$ cat config.mk
export PLATFORM = sky130hd
export DESIGN_NAME = pipe_exe_mdu_flat
export DESIGN_NICKNAME = d
export VERILOG_FILES = /design/src/rtl/pipe_exe_mdu_if.sv /design/src/rtl/pipe_exe_mdu.sv /design/src/flat_wrapper.sv
export SDC_FILE = /design/constraint.sdc
export NUM_CORES = 1
export LEC_CHECK = 0
export CAP_MARGIN = 20
export CELL_PAD_IN_SITES_DETAIL_PLACEMENT = 0
export CELL_PAD_IN_SITES_GLOBAL_PLACEMENT = 2
export CORE_UTILIZATION = 41
export DETAILED_ROUTE_END_ITERATION = 8
export DONT_BUFFER_PORTS = 1
export PLACE_DENSITY_LB_ADDON = 0.3
export SETUP_SLACK_MARGIN = 0.2
export SLEW_MARGIN = 20
export SYNTH_ARGS = -nofsm -noshare
export SYNTH_HDL_FRONTEND = slang
export SYNTH_SLANG_ARGS = --single-unit
$ cat constraint.sdc
create_clock -name clk -period 7.45 [get_ports clk]
set_input_delay 1.8625 -clock clk [delete_from_list [all_inputs] [get_ports clk]]
set_output_delay 1.8625 -clock clk [all_outputs]
set_load 0.02 [all_outputs]
$ cat src/rtl/pipe_exe_mdu_if.sv
`default_nettype none
// ============================================================================
//  Module   : pipe_exe_mdu_if
//  Purpose  : EX-stage <-> multiply/divide unit handshake and result bundle.
//  Revision : 1.0
// ============================================================================
interface pipe_exe_mdu_if;
    logic        estart;
    logic [1:0]  eop;
    logic [31:0] ea;
    logic [31:0] eb;
    logic [4:0]  ern;
    logic        ewreg;
    logic        eflush;
    logic        stall;
    logic        mdone;
    logic [31:0] mres;
    logic [4:0]  mrn;
    logic        mwreg;

    modport master (
        output estart, eop, ea, eb, ern, ewreg, eflush,
        input  stall, mdone, mres, mrn, mwreg
    );

    modport slave (
        input  estart, eop, ea, eb, ern, ewreg, eflush,
        output stall, mdone, mres, mrn, mwreg
    );
endinterface
`default_nettype wire

$ cat src/rtl/pipe_exe_mdu.sv
`default_nettype none
// ============================================================================
//  Module   : pipe_exe_mdu
//  Purpose  : Iterative 32-bit unsigned MUL/MULHU/DIVU/REMU for the EX stage.
//             Divider present only when MDU_DIV_EN is defined.
//  Revision : 1.0
// ============================================================================
module pipe_exe_mdu (
    input  logic           clk,
    input  logic           clr,
    pipe_exe_mdu_if.slave  bus
);
    localparam logic [1:0] IDLE = 2'd0;
    localparam logic [1:0] BUSY = 2'd1;
    localparam logic [1:0] DONE = 2'd2;

    logic [1:0]  state;
    logic [4:0]  cnt;
    logic        sel_hi;
    logic [31:0] b;
    logic [4:0]  rn;
    logic        wreg;
    // hi:lo is the 64-bit product for multiplies, remainder:quotient for divides
    logic [32:0] hi;
    logic [31:0] lo;
    logic [32:0] hi_n;
    logic [31:0] lo_n;
    logic [32:0] mul_sum;
    logic        start;
`ifdef MDU_DIV_EN
    logic        is_div;
    logic [32:0] div_sh;
    logic [33:0] div_diff;
`endif

    assign start     = (state == IDLE) && bus.estart && !bus.eflush;
    assign bus.stall = !clr && (start || (state == BUSY));
    assign bus.mdone = (state == DONE);

    always_comb begin
        mul_sum = hi + (lo[0] ? {1'b0, b} : 33'd0);
        hi_n    = {1'b0, mul_sum[32:1]};
        lo_n    = {mul_sum[0], lo[31:1]};
`ifdef MDU_DIV_EN
        // Restoring step; b==0 naturally yields all-ones quotient and rem=ea
        div_sh   = {hi[31:0], lo[31]};
        div_diff = {1'b0, div_sh} - {2'b00, b};
        if (is_div) begin
            hi_n = div_diff[33] ? div_sh : div_diff[32:0];
            lo_n = {lo[30:0], ~div_diff[33]};
        end
`endif
    end

    always_ff @(posedge clk or posedge clr) begin
        if (clr) begin
            state    <= IDLE;
            cnt      <= 5'd0;
            sel_hi   <= 1'b0;
            b        <= 32'd0;
            rn       <= 5'd0;
            wreg     <= 1'b0;
            hi       <= 33'd0;
            lo       <= 32'd0;
            bus.mres <= 32'd0;
            bus.mrn  <= 5'd0;
            bus.mwreg <= 1'b0;
`ifdef MDU_DIV_EN
            is_div   <= 1'b0;
`endif
        end else if (bus.eflush) begin
            state <= IDLE;
            cnt   <= 5'd0;
        end else begin
            case (state)
                IDLE: begin
                    if (bus.estart) begin
                        sel_hi <= bus.eop[0];
                        b      <= bus.eb;
                        rn     <= bus.ern;
                        wreg   <= bus.ewreg;
                        hi     <= 33'd0;
                        lo     <= bus.ea;
                        cnt    <= 5'd0;
`ifdef MDU_DIV_EN
                        is_div <= bus.eop[1];
                        state  <= BUSY;
`else
                        if (bus.eop[1]) begin
                            bus.mres  <= 32'd0;
                            bus.mrn   <= bus.ern;
                            bus.mwreg <= bus.ewreg;
                            state     <= DONE;
                        end else begin
                            state <= BUSY;
                        end
`endif
                    end
                end
                BUSY: begin
                    hi  <= hi_n;
                    lo  <= lo_n;
                    cnt <= cnt + 5'd1;
                    if (cnt == 5'd31) begin
                        // MULHU/REMU take the upper half, MUL/DIVU the lower
                        bus.mres  <= sel_hi ? hi_n[31:0] : lo_n;
                        bus.mrn   <= rn;
                        bus.mwreg <= wreg;
                        state     <= DONE;
                    end
                end
                DONE:    state <= IDLE;
                default: state <= IDLE;
            endcase
        end
    end
endmodule
`default_nettype wire

$ cat src/flat_wrapper.sv
// flat-port wrapper written by rule: the top's interface ports become plain ports
module pipe_exe_mdu_flat 
  (clk, clr, bus_estart, bus_eop, bus_ea, bus_eb, bus_ern, bus_ewreg, bus_eflush, bus_stall, bus_mdone, bus_mres, bus_mrn, bus_mwreg);
  pipe_exe_mdu_if bus_i ();
  input  logic clk;
  input  logic clr;
  input wire logic [$bits(bus_i.estart)-1:0] bus_estart;
  input wire logic [$bits(bus_i.eop)-1:0] bus_eop;
  input wire logic [$bits(bus_i.ea)-1:0] bus_ea;
  input wire logic [$bits(bus_i.eb)-1:0] bus_eb;
  input wire logic [$bits(bus_i.ern)-1:0] bus_ern;
  input wire logic [$bits(bus_i.ewreg)-1:0] bus_ewreg;
  input wire logic [$bits(bus_i.eflush)-1:0] bus_eflush;
  output wire logic [$bits(bus_i.stall)-1:0] bus_stall;
  output wire logic [$bits(bus_i.mdone)-1:0] bus_mdone;
  output wire logic [$bits(bus_i.mres)-1:0] bus_mres;
  output wire logic [$bits(bus_i.mrn)-1:0] bus_mrn;
  output wire logic [$bits(bus_i.mwreg)-1:0] bus_mwreg;
  assign bus_i.estart = bus_estart;
  assign bus_i.eop = bus_eop;
  assign bus_i.ea = bus_ea;
  assign bus_i.eb = bus_eb;
  assign bus_i.ern = bus_ern;
  assign bus_i.ewreg = bus_ewreg;
  assign bus_i.eflush = bus_eflush;
  assign bus_stall = bus_i.stall;
  assign bus_mdone = bus_i.mdone;
  assign bus_mres = bus_i.mres;
  assign bus_mrn = bus_i.mrn;
  assign bus_mwreg = bus_i.mwreg;
  pipe_exe_mdu u_core (.clk(clk), .clr(clr), .bus(bus_i));
endmodule
==> results.sh <==
export IMPL_clkTransAtPathRegs_ps=60
export IMPL_syn_inst=824
export IMPL_yosysMostFrequentCell="dfrtp_1"
export IMPL_drv_cap=0
export IMPL_syn_to_final_growth_pct=9.44
export IMPL_initial_utilization_pct=42.0
export IMPL_start_kind="primary input"
export IMPL_pwr_share_clk_pct=34.6
export IMPL_firstDrtPassIters=5
export IMPL_synthTopCellsByArea="dfrtp_1 45%, mux2i_1 7.0%, o21ai_0 5.4%"
export IMPL_setup_viol=0
export IMPL_io_buffers=0
export IMPL_crit_chain="inv_1 -> a21oi_1 -> nor3_1"
export IMPL_min_period_over_period_pct=58.4
export IMPL_synth_cell_types=57
export IMPL_power_switching_mw=0.746
export IMPL_wl_per_cell_microns=19.7
export IMPL_grtUsageTotal_pct=21.8
export IMPL_status="completed"
export IMPL_slowest_stage="nor3_1"
export IMPL_hp_class="reg2reg"
export IMPL_grt_pass1_vias=6123
export IMPL_power_leakage_nw=4.25
export IMPL_seq_power_share_pct=44.5
export IMPL_syn_avg_cell_area_sq_um=9.94
export IMPL_ys_seq_area_share_pct=45.2
export IMPL_synth_cell_area_sq_mm=0.00819
export IMPL_dp_hpwl_mm=15.0
export IMPL_dp_cells=1046
export IMPL_htree_levels=4
export IMPL_drt_iter0_markers=374
export IMPL_n_antenna_cell=0
export IMPL_tritoncts="done"
export IMPL_fillers=1868
export IMPL_cts_resized=0
export IMPL_slew_headroom_pct=31.9
export IMPL_ys_top_cells_by_count="148 x dfrtp_1, 99 x nand2_1, 88 x o21ai_0"
export IMPL_max_freq_mhz=230
export IMPL_layout_core_utilization_pct=45.9
export IMPL_synth_edf_count=0
export IMPL_clock_sinks=148
export IMPL_placementRows=51
export IMPL_instances_no_fill=1075
export IMPL_synth_ff_type="dfrtp_1"
export IMPL_die_y_microns=143
export IMPL_io_pins=116
export IMPL_criticalPathCategory="in2out"
export IMPL_fin_skew_ps=10.4
export IMPL_num_vias=6018
export IMPL_swShare_pct=31.7
export IMPL_rsz0062_at_grt="no"
export IMPL_cts_root_buffer="clkbuf_16"
export IMPL_finalMaxSlewViolations=0
export IMPL_core_sq_mm=0.0195
export IMPL_fin_nets=911
export IMPL_p_comb_share_pct=20.9
export IMPL_grt_pass1_wl_mm=33.9
export IMPL_ys_warn_count=0
export IMPL_critPathCaptureType="output port"
export IMPL_grt_max_degree=97
export IMPL_tns_ps=0
export IMPL_finalHoldViolations=0
export IMPL_worstPathMaxFanout=10
export IMPL_slowest_delay_ps=520
export IMPL_via_per_inst=5.60
export IMPL_worst_pin_slew_ps=1020
export IMPL_async_flop_share_pct=100
export IMPL_cts_buffer_depth=2
export IMPL_syn_num_nets=935
export IMPL_layout_min_cycle_time_ps=4350
export IMPL_ir_drop_uv=139
export IMPL_synth_top_area_cell="dfrtp_1"
export IMPL_yosysTopAreaCellShare_pct=45.2
export IMPL_cts_setup_buffers=0
export IMPL_ant_nets=0
export IMPL_antenna_found_initial=0
export IMPL_wirelength_mm=21.2
export IMPL_drive_above_1_share_pct=10.7
export IMPL_hold_slack_ps=493
export IMPL_critPathArrivalTime_ps=2490
export IMPL_drc=0
export IMPL_p_int_mw=1.61
export IMPL_worstSkewPairLatency_ps=420
export IMPL_power_density_mw_per_mm2=262
export IMPL_synth_seq_cells=148
export IMPL_cts_made_buffers=17
export IMPL_fin_total_pwr_mw=2.35
export IMPL_die_area_sq_mm=0.0206
export IMPL_gp_congestion=0.922
export IMPL_cts_hold_buf=0
export IMPL_die_w_microns=143
export IMPL_required_ps=5590
export IMPL_grt_overflow_total=0
## worst paths after layout
| check | from | cells past startpoint | end | slack [ps] |
|---|---|---|---|---|
| worst min register to register | u_core.hi[26] | 2 | u_core.hi[26] | 490 |
| worst max register to register | u_core.lo[0] | 12 | u_core.bus.mres[27] | 3410 |
| worst max-delay path | bus_eflush | 3 | bus_stall | 3100 |
| min in group asynchronous | clr | 1 | u_core.state[0] | 1420 |
| worst min-delay path | u_core.hi[26] | 2 | u_core.hi[26] | 490 |
| max in group asynchronous | clr | 2 | u_core.bus.mres[18] | 4600 |
## per-stage QoR
step,cell area [sq um],setup slack [ps]
after floorplan,8190,1610
after global placement,8420,3100
after detailed placement,8420,2870
after CTS,8960,3100
after global routing,8970,3040
final,8970,3100
## power groups by stage
stage	clock network [mW]	logic [mW]	registers (mW)
final	0.813	0.492	1.05
after global routing	0.868	0.552	1.06
after CTS	0.834	0.493	1.05
after detailed placement	0	0.489	1.06
after global placement	0	0.484	1.06
after floorplan	0	0.394	1.01
## worst max-delay path, delay by kind of cell
family | cells | cell delay, ps
and+or+nand+nor | 1 | 520
AOI/OAI and AO/OA | 1 | 60
buffers and inverters | 1 | 50
## per-layer routing
metal | global-route usage, % | share of wire (%)
met5 | 0 | 0
met1 | 29.6 | 47
met3 | 5.60 | 5.9
met4 | 6.22 | 0.73
met2 | 34.3 | 46
## cell families (layout without fill, tap and decap cells)
family,Yosys count,count (layout),share of synthesized area [%]
XOR/XNOR,28,28,2.99
AND/OR/NAND/NOR,220,220,12.7
AO/OA/AOI/OAI,231,231,18.4
flip-flops,148,148,45.2
buffers and inverters,66,52,3.02
adder cells (fa/ha/maj),35,35,5.44
multiplexers,96,96,12.3
## flip-flops by register name, summed over array words and instances (netlist names)
name / cells
u_core.rn: 5
u_core.b: 32
u_core.bus.mwreg: 1
u_core.hi: 32
u_core.wreg: 1
u_core.bus.mres: 32
u_core.sel_hi: 1
u_core.state: 2
u_core.bus.mrn: 5
u_core.lo: 32
u_core.cnt: 5
## layout make-up
class	instances	area, sq um	share of cell area (%)
Tap cell	265	332	3.70
Inverter	16	65.1	0.726
Sequential cell	148	3700	41.3
Timing Repair Buffer	7	52.6	0.586
Multi-Input combinational cell	610	4270	47.6
Clock inverter	11	115	1.28
Clock buffer	18	429	4.79
## cells in the final DEF (no fill, tap or decap), types with 3 or more instances in the layout
master	n
o31ai_1	12
nor4_1	3
nand2_1	98
dfrtp_1	148
nor3_1	8
xor2_1	10
mux2_2	39
o21bai_1	6
o21ai_0	88
a31oi_1	4
clkinv_2	6
nand3_1	15
xnor2_1	18
a22oi_1	5
and3_1	6
nor2_1	29
nand4_1	8
a22o_1	19
mux2i_1	57
and2_1	33
ha_1	34
inv_1	15
a21o_1	18
clkbuf_16	17
a21oi_1	39
a211oi_1	6
buf_4	7
nor2b_1	5
a32oi_1	9
or4_1	4
Note: power is estimated with default switching activity, not from simulation.
